[src/rtl/fetch_queue.sv]
// Instruction fetch queue: issues fetch addresses to a 1-cycle-latency instruction
// memory and buffers the returned words, tagged with their PC, until decode takes them.
module fetch_queue #(
  parameter int ADDR_W = 32,
  parameter int INST_W = 32,
  parameter int DEPTH  = 4
) (
  input  logic                     clk,
  input  logic                     rst,
  input  logic                     v_i,
  input  logic [ADDR_W-1:0]        addr_i,
  output logic                     stall_o,
  input  logic                     flush_i,
  output logic                     imem_en_o,
  output logic [ADDR_W-1:0]        imem_addr_o,
  input  logic [INST_W-1:0]        imem_data_i,
  output logic                     inst_v_o,
  output logic [INST_W-1:0]        inst_o,
  output logic [ADDR_W-1:0]        pc_o,
  input  logic                     inst_rdy_i,
  output logic [$clog2(DEPTH):0]   count_o
);

  localparam int PW = $clog2(DEPTH);
  localparam int CW = PW + 1;

  logic [INST_W-1:0] instMem_q [DEPTH];
  logic [ADDR_W-1:0] pcMem_q   [DEPTH];

  logic [PW-1:0]     head_q, head_d;
  logic [PW-1:0]     tail_q, tail_d;
  logic [CW-1:0]     count_q, count_d;
  logic              pend_q, pend_d;
  logic [ADDR_W-1:0] pend_pc_q, pend_pc_d;

  logic              issue;
  logic              fill;
  logic              pop;
  logic [CW:0]       occupancy;

  // The in-flight read reserves a slot, so stall depends only on registered state.
  assign occupancy   = {1'b0, count_q} + {{CW{1'b0}}, pend_q};
  assign stall_o     = occupancy >= (CW+1)'(DEPTH);

  assign issue       = v_i & ~stall_o & ~flush_i;
  assign imem_en_o   = issue;
  assign imem_addr_o = addr_i;

  assign fill        = pend_q & ~flush_i;
  assign inst_v_o    = (count_q != '0) & ~flush_i;
  assign pop         = inst_v_o & inst_rdy_i;

  assign inst_o      = instMem_q[head_q];
  assign pc_o        = pcMem_q[head_q];
  assign count_o     = count_q;

  always_comb begin
    head_d    = head_q;
    tail_d    = tail_q;
    count_d   = count_q;
    pend_d    = issue;
    pend_pc_d = pend_pc_q;

    if (issue) begin
      pend_pc_d = addr_i;
    end
    if (pop) begin
      head_d = head_q + PW'(1);
    end
    if (fill) begin
      tail_d = tail_q + PW'(1);
    end
    case ({fill, pop})
      2'b10:   count_d = count_q + CW'(1);
      2'b01:   count_d = count_q - CW'(1);
      default: count_d = count_q;
    endcase

    // A flush drops everything, including a response still on its way back.
    if (flush_i) begin
      head_d  = '0;
      tail_d  = '0;
      count_d = '0;
      pend_d  = 1'b0;
    end
  end

  always_ff @(posedge clk) begin
    if (!rst) begin
      head_q    <= '0;
      tail_q    <= '0;
      count_q   <= '0;
      pend_q    <= 1'b0;
      pend_pc_q <= '0;
    end else begin
      head_q    <= head_d;
      tail_q    <= tail_d;
      count_q   <= count_d;
      pend_q    <= pend_d;
      pend_pc_q <= pend_pc_d;
    end
  end

  // Storage is not reset; only the pointers and count decide what is valid.
  always_ff @(posedge clk) begin
    if (rst && fill) begin
      instMem_q[tail_q] <= imem_data_i;
      pcMem_q[tail_q]   <= pend_pc_q;
    end
  end

endmodule
[config.mk]
export PLATFORM = sky130hd
export DESIGN_NAME = fetch_queue
export DESIGN_NICKNAME = d
export VERILOG_FILES = /design/src/rtl/fetch_queue.sv
export SDC_FILE = /design/constraint.sdc
export NUM_CORES = 1
export LEC_CHECK = 0
export CAP_MARGIN = 20
export CORE_MARGIN = 1
export CORE_UTILIZATION = 46
export CTS_CLUSTER_DIAMETER = 50
export DETAILED_ROUTE_END_ITERATION = 8
export HOLD_SLACK_MARGIN = 0.05
export PLACE_DENSITY = 0.69
export SKIP_CTS_REPAIR_TIMING = 1
export SLEW_MARGIN = 10
export SYNTH_ARGS = -nofsm -noshare
export SYNTH_HDL_FRONTEND = slang
export SYNTH_SLANG_ARGS = --single-unit
[constraint.sdc]
create_clock -name clk -period 2.7 [get_ports clk]
set_clock_uncertainty 0.05 [all_clocks]
set_input_delay 0.54 -clock clk [delete_from_list [all_inputs] [get_ports clk]]
set_output_delay 0.54 -clock clk [all_outputs]
set_load 0.05 [all_outputs]
==> results of run 1 <==
worst min-delay path by stage:
| stage | startpoint | end | slack [ps] | cells after the start |
|---|---|---|---|---|
| after floorplan | head_q[1] | register | 410 | 2 |
| after global placement | pend_pc_q[26] | pcMem_q[0][26] | 420 | 0 |
| after detailed placement | pend_pc_q[24] | pcMem_q[1][24] | 430 | 0 |
| after CTS | pend_pc_q[24] | pend_pc_q[24] | 450 | 2 |
| after global routing | pend_pc_q[15] | pend_pc_q[15] | 460 | 2 |
| final | pend_pc_q[23] | pend_pc_q[23] | 450 | 2 |
cell families (layout without fill, tap and decap cells):
group / count (synthesis) / count (layout) / synth area share (%)
XOR/XNOR: 3 / 3 / 0.232
AND/OR/NAND/NOR: 86 / 86 / 3.31
flip-flops: 298 / 298 / 75.3
adder cells (fa/ha/maj): 6 / 6 / 0.730
buffers and inverters: 63 / 248 / 4.18
multiplexers: 99 / 99 / 15.8
AO/OA/AOI/OAI: 6 / 6 / 0.376
power breakdown:
part           switching [mW]  internal, mW
Combinational           0.270         0.198
Clock                    1.70          2.60
Sequential             0.0344          5.03
Yosys cell counts, types with 2 or more instances:
master	instances	area share (%)
sky130_fd_sc_hd__edfxtp_1	256	68
sky130_fd_sc_hd__and3_2	4	0.27
sky130_fd_sc_hd__buf_2	7	0.31
sky130_fd_sc_hd__buf_6	2	0.20
sky130_fd_sc_hd__o21ai_0	2	0.088
sky130_fd_sc_hd__nor2_1	6	0.20
sky130_fd_sc_hd__nand2_1	65	2.2
sky130_fd_sc_hd__mux2i_1	35	3.1
sky130_fd_sc_hd__or3_1	2	0.11
sky130_fd_sc_hd__inv_1	5	0.17
sky130_fd_sc_hd__buf_12	3	0.53
sky130_fd_sc_hd__dlygate4sd1_1	2	0.15
sky130_fd_sc_hd__mux4_2	64	13
sky130_fd_sc_hd__buf_1	6	0.20
sky130_fd_sc_hd__a21oi_1	3	0.13
sky130_fd_sc_hd__xor2_1	2	0.15
sky130_fd_sc_hd__ha_1	5	0.55
sky130_fd_sc_hd__nand2b_1	2	0.11
sky130_fd_sc_hd__dfxtp_1	42	7.4
sky130_fd_sc_hd__clkbuf_8	2	0.24
sky130_fd_sc_hd__buf_4	33	2.2
area by class of cell:
cell class / instances / area, sq um / share of cell area [%]
Clock inverter: 19 / 225 / 1.56
Clock buffer: 34 / 830 / 5.74
Timing Repair Buffer: 190 / 2110 / 14.6
Multi-Input combinational cell: 200 / 2340 / 16.2
Inverter: 5 / 18.8 / 0.130
Sequential cell: 298 / 8540 / 59.0
Tap cell: 324 / 405 / 2.80
critical path, stage by stage, from the launching register on:
cell	delay, ps
sky130_fd_sc_hd__dfxtp_4	590
sky130_fd_sc_hd__buf_4	310
sky130_fd_sc_hd__mux4_2	390
sky130_fd_sc_hd__buf_12	180
registers in the layout, indices dropped and copies added (netlist names), named ones only:
name	count
tail_q	2
instMem_q	128
pend_q	1
pend_pc_q	32
head_q	2
count_o	3
pcMem_q	128
metal layers:
metal,GRT usage (%),vias up,part of all wire (%)
met1,22.8,2853,44
met5,0,-,0
li1,-,2503,-
met4,3.85,0,1.5
met2,27.8,152,49
met3,3.34,27,5.5
through the flow:
| step | instances | TNS, ps |
|---|---|---|
| 5_1_grt | 1070 | 0 |
| 2_1_floorplan | 561 | 0 |
| 3_3_place_gp | 1015 | 0 |
| 3_5_place_dp | 1015 | -142 |
| 4_1_cts | 1068 | -1910 |
| 6_report | 1070 | 0 |
==> run_summary.xml, run 1 <==
<?xml version="1.0" encoding="UTF-8"?>
<metrics>
  <group name="synthesis">
    <metric name="count_of_flip_flops_with_a_built_in_enable_after_synthesis" unit="">256</metric>
    <metric name="most_instantiated_flip_flop_cell_in_the_synthesis_netlist" unit="">sky130_fd_sc_hd__edfxtp_1</metric>
    <metric name="synthArstFlopShare" unit="%">0</metric>
    <metric name="postSynthNetCount" unit="">636</metric>
    <metric name="yosysUniqueCellTypes" unit="">34</metric>
    <metric name="synth_area" unit="sq mm">0.0113</metric>
    <metric name="yosys_register_bits" unit="">298</metric>
    <metric name="yosysWarnings" unit="">0</metric>
    <metric name="netlist_instances" unit="">561</metric>
    <metric name="yosysSeqAreaShare" unit="%">75.3</metric>
    <metric name="post_synth.cell_area_avg" unit="sq um">20.2</metric>
  </group>
  <group name="timing">
    <metric name="rel_slew_slack" unit="%">51.1</metric>
    <metric name="worst_hold_slack" unit="ps">450</metric>
    <metric name="worst_path_setup_slack_after_routing" unit="ps">97.4</metric>
    <metric name="drv_slew" unit="">0</metric>
    <metric name="period_minus_slack" unit="ps">2600</metric>
    <metric name="max_freq" unit="GHz">0.384</metric>
    <metric name="worst_pin_slew" unit="ps">733</metric>
    <metric name="setup_viol" unit="">0</metric>
    <metric name="timing.final.hold_violations" unit="">0</metric>
    <metric name="final_min_period_over_clock_period" unit="%">96.4</metric>
    <metric name="grt_setup_unrepaired" unit="">no</metric>
  </group>
  <group name="cts">
    <metric name="clk-insertion-delay-late" unit="ps">530</metric>
    <metric name="cts.sinks" unit="">298</metric>
    <metric name="cts_tree" unit="">done</metric>
    <metric name="clk_root_buffer_cell" unit="">sky130_fd_sc_hd__clkbuf_16</metric>
    <metric name="htreeDepth" unit="">1</metric>
    <metric name="cts.path.max_buffers" unit="">3</metric>
    <metric name="clk_pin_slew" unit="ps">60</metric>
    <metric name="tritoncts.num_buffers" unit="">29</metric>
  </group>
  <group name="global_route">
    <metric name="grt_max_degree" unit="">67</metric>
    <metric name="grt_util_all_layers" unit="%">16.7</metric>
    <metric name="grt_overflow" unit="">0</metric>
    <metric name="global_route_wire_length_before_repair" unit="microns">32600</metric>
    <metric name="antenna_found_initial" unit="">0</metric>
    <metric name="grt_pass1_vias" unit="">5878</metric>
  </group>
  <group name="floorplan">
    <metric name="starting_density_of_the_core" unit="%">46.7</metric>
    <metric name="die_h" unit="microns">159</metric>
    <metric name="top_level_ports" unit="">171</metric>
    <metric name="die_area" unit="sq mm">0.0252</metric>
    <metric name="core_area" unit="sq mm">0.0242</metric>
    <metric name="floorplan.die.width" unit="microns">159</metric>
    <metric name="floorplan.rows" unit="">57</metric>
  </group>
  <group name="worst_setup_path">
    <metric name="worstRegToRegCells" unit="">8</metric>
    <metric name="critPathRequiredTime" unit="ps">2110</metric>
    <metric name="critical_path.reg2reg.endpoint" unit="">count_o[2]</metric>
    <metric name="worst_endpoint_data_arrival_time" unit="ps">2010</metric>
    <metric name="crit_path_start_kind" unit="">register</metric>
    <metric name="crit_path_end" unit="">pc_o[5]</metric>
    <metric name="worstSetupPathType" unit="">register to output pin</metric>
    <metric name="critical_path_peak_fanout" unit="">23</metric>
    <metric name="worst_r2r_startpoint" unit="">count_o[0]</metric>
    <metric name="setup_crit_end_kind" unit="">output pin</metric>
    <metric name="rrSetupSlack" unit="ps">320</metric>
  </group>
  <group name="drt">
    <metric name="detail_route.drc_violations" unit="">0</metric>
    <metric name="finalWirelength" unit="microns">21000</metric>
    <metric name="routedWlPerCell" unit="microns">19.6</metric>
    <metric name="drt.antenna.violating_nets" unit="">0</metric>
    <metric name="starting_drc_count_in_detailed_routing" unit="">347</metric>
    <metric name="vias_per_cell" unit="">5.17</metric>
    <metric name="dr_vias" unit="">5535</metric>
    <metric name="detail_route.first_pass.iterations" unit="">4</metric>
  </group>
  <group name="cells_and_area">
    <metric name="insertedDiodeCount" unit="">0</metric>
    <metric name="finish.utilization" unit="%">59.6</metric>
    <metric name="post-route-cell-area" unit="sq mm">0.0145</metric>
    <metric name="fill_cells" unit="">1776</metric>
    <metric name="layout-drive-gt1-share" unit="%">32.3</metric>
    <metric name="finish.net_count" unit="">799</metric>
    <metric name="areaGrowthSynthToFinish" unit="%">27.8</metric>
    <metric name="layout.cells.most_common_list" unit="">256 x sky130_fd_sc_hd__edfxtp_1, 79 x sky130_fd_sc_hd__buf_4, 70 x sky130_fd_sc_hd__clkdlybuf4s50_1, 65 x sky130_fd_sc_hd__nand2_1, 64 x sky130_fd_sc_hd__mux4_2</metric>
    <metric name="final_common_cell" unit="">sky130_fd_sc_hd__edfxtp_1</metric>
  </group>
  <group name="placement">
    <metric name="detailed_place_hpwl" unit="microns">12800</metric>
    <metric name="dpl-instance-area" unit="sq mm">0.0134</metric>
    <metric name="place.port_buffers" unit="">170</metric>
    <metric name="globalplace.congestion" unit="">0.737</metric>
    <metric name="pre_cts_slack" unit="ps">-142</metric>
  </group>
  <group name="hold_path">
    <metric name="hold_class" unit="">register to register</metric>
  </group>
  <group name="power">
    <metric name="power.total" unit="mW">9.83</metric>
    <metric name="ir_drop" unit="V">0.000408</metric>
    <metric name="power.density" unit="mW/mm^2">680</metric>
    <metric name="power.leakage" unit="nW">4.84</metric>
  </group>
  <group name="job">
    <metric name="timing.max_cap.violations" unit="">0</metric>
  </group>
  <group name="status">
    <metric name="outcome" unit="">complete, no violations</metric>
  </group>
</metrics>
Note: power is estimated with default switching activity, not from simulation.
==> run 2: changes to the inputs <==
- clock period: 2.7 -> 3 ns (I/O delays scaled with it)
==> run 2 against run 1 <==
  * Non-clock buffer count down 5
  * Die area unchanged
  * Wire length fell by 0.82%
  * Sequential cell count is the same
  * Combinational power down 12%
  * Cell area shrank 2.0%
  * Largest power group unchanged
  * Core utilization shrank 1.2 points
  * Sequential power shrank 9.9%
  * Clock power is 6.5% lower
  * Register-to-register slack gained 340 ps
  * Critical path depth unchanged
==> run_summary.xml, run 2 (synthesis results as in run 1) <==
<?xml version="1.0" encoding="UTF-8"?>
<metrics>
  <group name="global_route">
    <metric name="antenna_found_initial" unit="">0</metric>
    <metric name="grt_pass1_vias" unit="">6041</metric>
    <metric name="global_route_wire_length_before_repair" unit="microns">33100</metric>
    <metric name="grt_overflow" unit="">0</metric>
    <metric name="grt_max_degree" unit="">67</metric>
    <metric name="grt_util_all_layers" unit="%">17.2</metric>
  </group>
  <group name="cells_and_area">
    <metric name="layout-drive-gt1-share" unit="%">27.4</metric>
    <metric name="insertedDiodeCount" unit="">0</metric>
    <metric name="areaGrowthSynthToFinish" unit="%">25.3</metric>
    <metric name="layout_top_registers" unit="">instMem_q: 128 flops, pcMem_q: 128 flops, pend_pc_q: 32 flops</metric>
    <metric name="finish.net_count" unit="">800</metric>
    <metric name="layout.cells.most_common_list" unit="">256 x sky130_fd_sc_hd__edfxtp_1, 103 x sky130_fd_sc_hd__clkdlybuf4s50_1, 72 x sky130_fd_sc_hd__buf_4, 65 x sky130_fd_sc_hd__nand2_1, 64 x sky130_fd_sc_hd__mux4_2</metric>
    <metric name="final_common_cell" unit="">sky130_fd_sc_hd__edfxtp_1</metric>
  </group>
  <group name="worst_setup_path">
    <metric name="critPathBufInv" unit="">2</metric>
    <metric name="critical_path.top_delay_family" unit="">multiplexers</metric>
    <metric name="critPathRequiredTime" unit="ps">2350</metric>
    <metric name="crit_path_start_kind" unit="">register</metric>
    <metric name="worst_endpoint_data_arrival_time" unit="ps">2170</metric>
    <metric name="rrSetupSlack" unit="ps">660</metric>
    <metric name="crit_chain" unit="">buf_12, mux4_2, buf_4</metric>
    <metric name="setup_crit_end_kind" unit="">output pin</metric>
    <metric name="critical_path.reg2reg.endpoint" unit="">count_o[2]</metric>
    <metric name="worstSetupPathType" unit="">register to output pin</metric>
    <metric name="worst_r2r_startpoint" unit="">count_o[2]</metric>
    <metric name="worstRegToRegCells" unit="">8</metric>
    <metric name="critical_path_peak_fanout" unit="">30</metric>
    <metric name="biggest_cell_delay_along_the_critical_path" unit="ps">570</metric>
    <metric name="cp_max_stage_cell" unit="">sky130_fd_sc_hd__mux4_2</metric>
  </group>
  <group name="timing">
    <metric name="final_total_negative_setup_slack" unit="ps">0</metric>
    <metric name="max_freq" unit="GHz">0.354</metric>
    <metric name="grt_setup_unrepaired" unit="">no</metric>
    <metric name="period_minus_slack" unit="ps">2820</metric>
    <metric name="setup_viol" unit="">0</metric>
    <metric name="worst_pin_slew" unit="ps">778</metric>
    <metric name="timing.final.hold_violations" unit="">0</metric>
    <metric name="final_min_period_over_clock_period" unit="%">94.1</metric>
    <metric name="drv_slew" unit="">0</metric>
    <metric name="rel_slew_slack" unit="%">48.1</metric>
  </group>
  <group name="drt">
    <metric name="detail_route.first_pass.iterations" unit="">4</metric>
    <metric name="routedWlPerCell" unit="microns">19.4</metric>
    <metric name="finalWirelength" unit="microns">20800</metric>
    <metric name="starting_drc_count_in_detailed_routing" unit="">251</metric>
    <metric name="vias_per_cell" unit="">5.17</metric>
    <metric name="drt.antenna.violating_nets" unit="">0</metric>
    <metric name="detail_route.drc_violations" unit="">0</metric>
    <metric name="dr_vias" unit="">5556</metric>
  </group>
  <group name="cts">
    <metric name="htreeDepth" unit="">2</metric>
    <metric name="cts_tree" unit="">done</metric>
    <metric name="tritoncts.num_buffers" unit="">35</metric>
    <metric name="cts.sinks" unit="">298</metric>
    <metric name="cts.path.max_buffers" unit="">3</metric>
    <metric name="clk-insertion-delay-late" unit="ps">500</metric>
    <metric name="clk_pin_slew" unit="ps">50</metric>
    <metric name="clk_root_buffer_cell" unit="">sky130_fd_sc_hd__clkbuf_16</metric>
  </group>
  <group name="hold_path">
    <metric name="worst_hold_path.num_cells" unit="">2</metric>
    <metric name="hold_class" unit="">register to register</metric>
    <metric name="min_delay_src" unit="">head_q[1]</metric>
  </group>
  <group name="status">
    <metric name="outcome" unit="">complete, no violations</metric>
  </group>
  <group name="floorplan">
    <metric name="floorplan.rows" unit="">57</metric>
    <metric name="starting_density_of_the_core" unit="%">46.7</metric>
    <metric name="top_level_ports" unit="">171</metric>
    <metric name="die_h" unit="microns">159</metric>
    <metric name="die_area" unit="sq mm">0.0252</metric>
    <metric name="floorplan.die.width" unit="microns">159</metric>
    <metric name="core_area" unit="sq mm">0.0242</metric>
  </group>
  <group name="job">
    <metric name="timing.max_cap.violations" unit="">0</metric>
  </group>
  <group name="placement">
    <metric name="place.port_buffers" unit="">170</metric>
    <metric name="globalplace.congestion" unit="">0.722</metric>
    <metric name="detailed_place_hpwl" unit="microns">12300</metric>
  </group>
  <group name="power">
    <metric name="power.density" unit="mW/mm^2">634</metric>
    <metric name="ir_drop" unit="V">0.000301</metric>
    <metric name="power.total" unit="mW">8.99</metric>
    <metric name="power.leakage" unit="nW">4.67</metric>
  </group>
</metrics>
-- run 2: how the worst max path moves through the flow --
stage	endpoint	slack, ps	cells after the start
floorplan	count_o[2]	390	8
global placement	count_o[2]	330	8
detailed placement	count_o[2]	160	8
CTS	pc_o[19]	110	3
global route	pc_o[20]	70	3
finish	pc_o[19]	180	3
-- run 2: layer usage --
metal | GRT usage, % | part of all wire (%) | wire length, microns | vias up
li1 | - | - | - | 2519
met1 | 22.6 | 43 | 9060 | 2846
met2 | 29.1 | 50 | 10300 | 167
met3 | 3.27 | 5.3 | 1110 | 24
met4 | 5.03 | 1.6 | 328 | 0
met5 | 0 | 0 | 0 | -
-- run 2: layout make-up --
class	count	area (sq um)
tap	324	405
clock inverter	19	160
timing repair buffer	185	1760
multi-input combinational	200	2340
clock buffer	44	962
sequential	298	8540
fill	1800	10100
inverter	5	18.8
-- run 2: metrics by stage --
stage	worst slack (ps)	utilization [%]	hold WS (ps)	instances	cell area, sq um
after floorplan	391	-	409	561	11300
after global placement	329	53.8	417	1012	13100
after detailed placement	162	53.8	439	1012	13100
after CTS	115	58.5	448	1075	14200
after global routing	71.3	58.5	469	1075	14200
final	176	58.5	443	1075	14200
-- run 2: worst reg2reg max path: cells and delay by family (launching register included) --
family / cells / cell delay [ps]
AOI/OAI and AO/OA: 1 / 160
buffers and inverters: 1 / 70
adders and majority gates: 2 / 630
and+or+nand+nor: 3 / 770
DFF: 1 / 420
xor gates and xnor gates: 1 / 170
-- run 2: report_power, final --
part           internal [mW]  switching [mW]  leakage (nW)
clock network           2.46            1.56         0.557
registers               4.53          0.0305          2.66
logic                  0.174           0.238          1.46
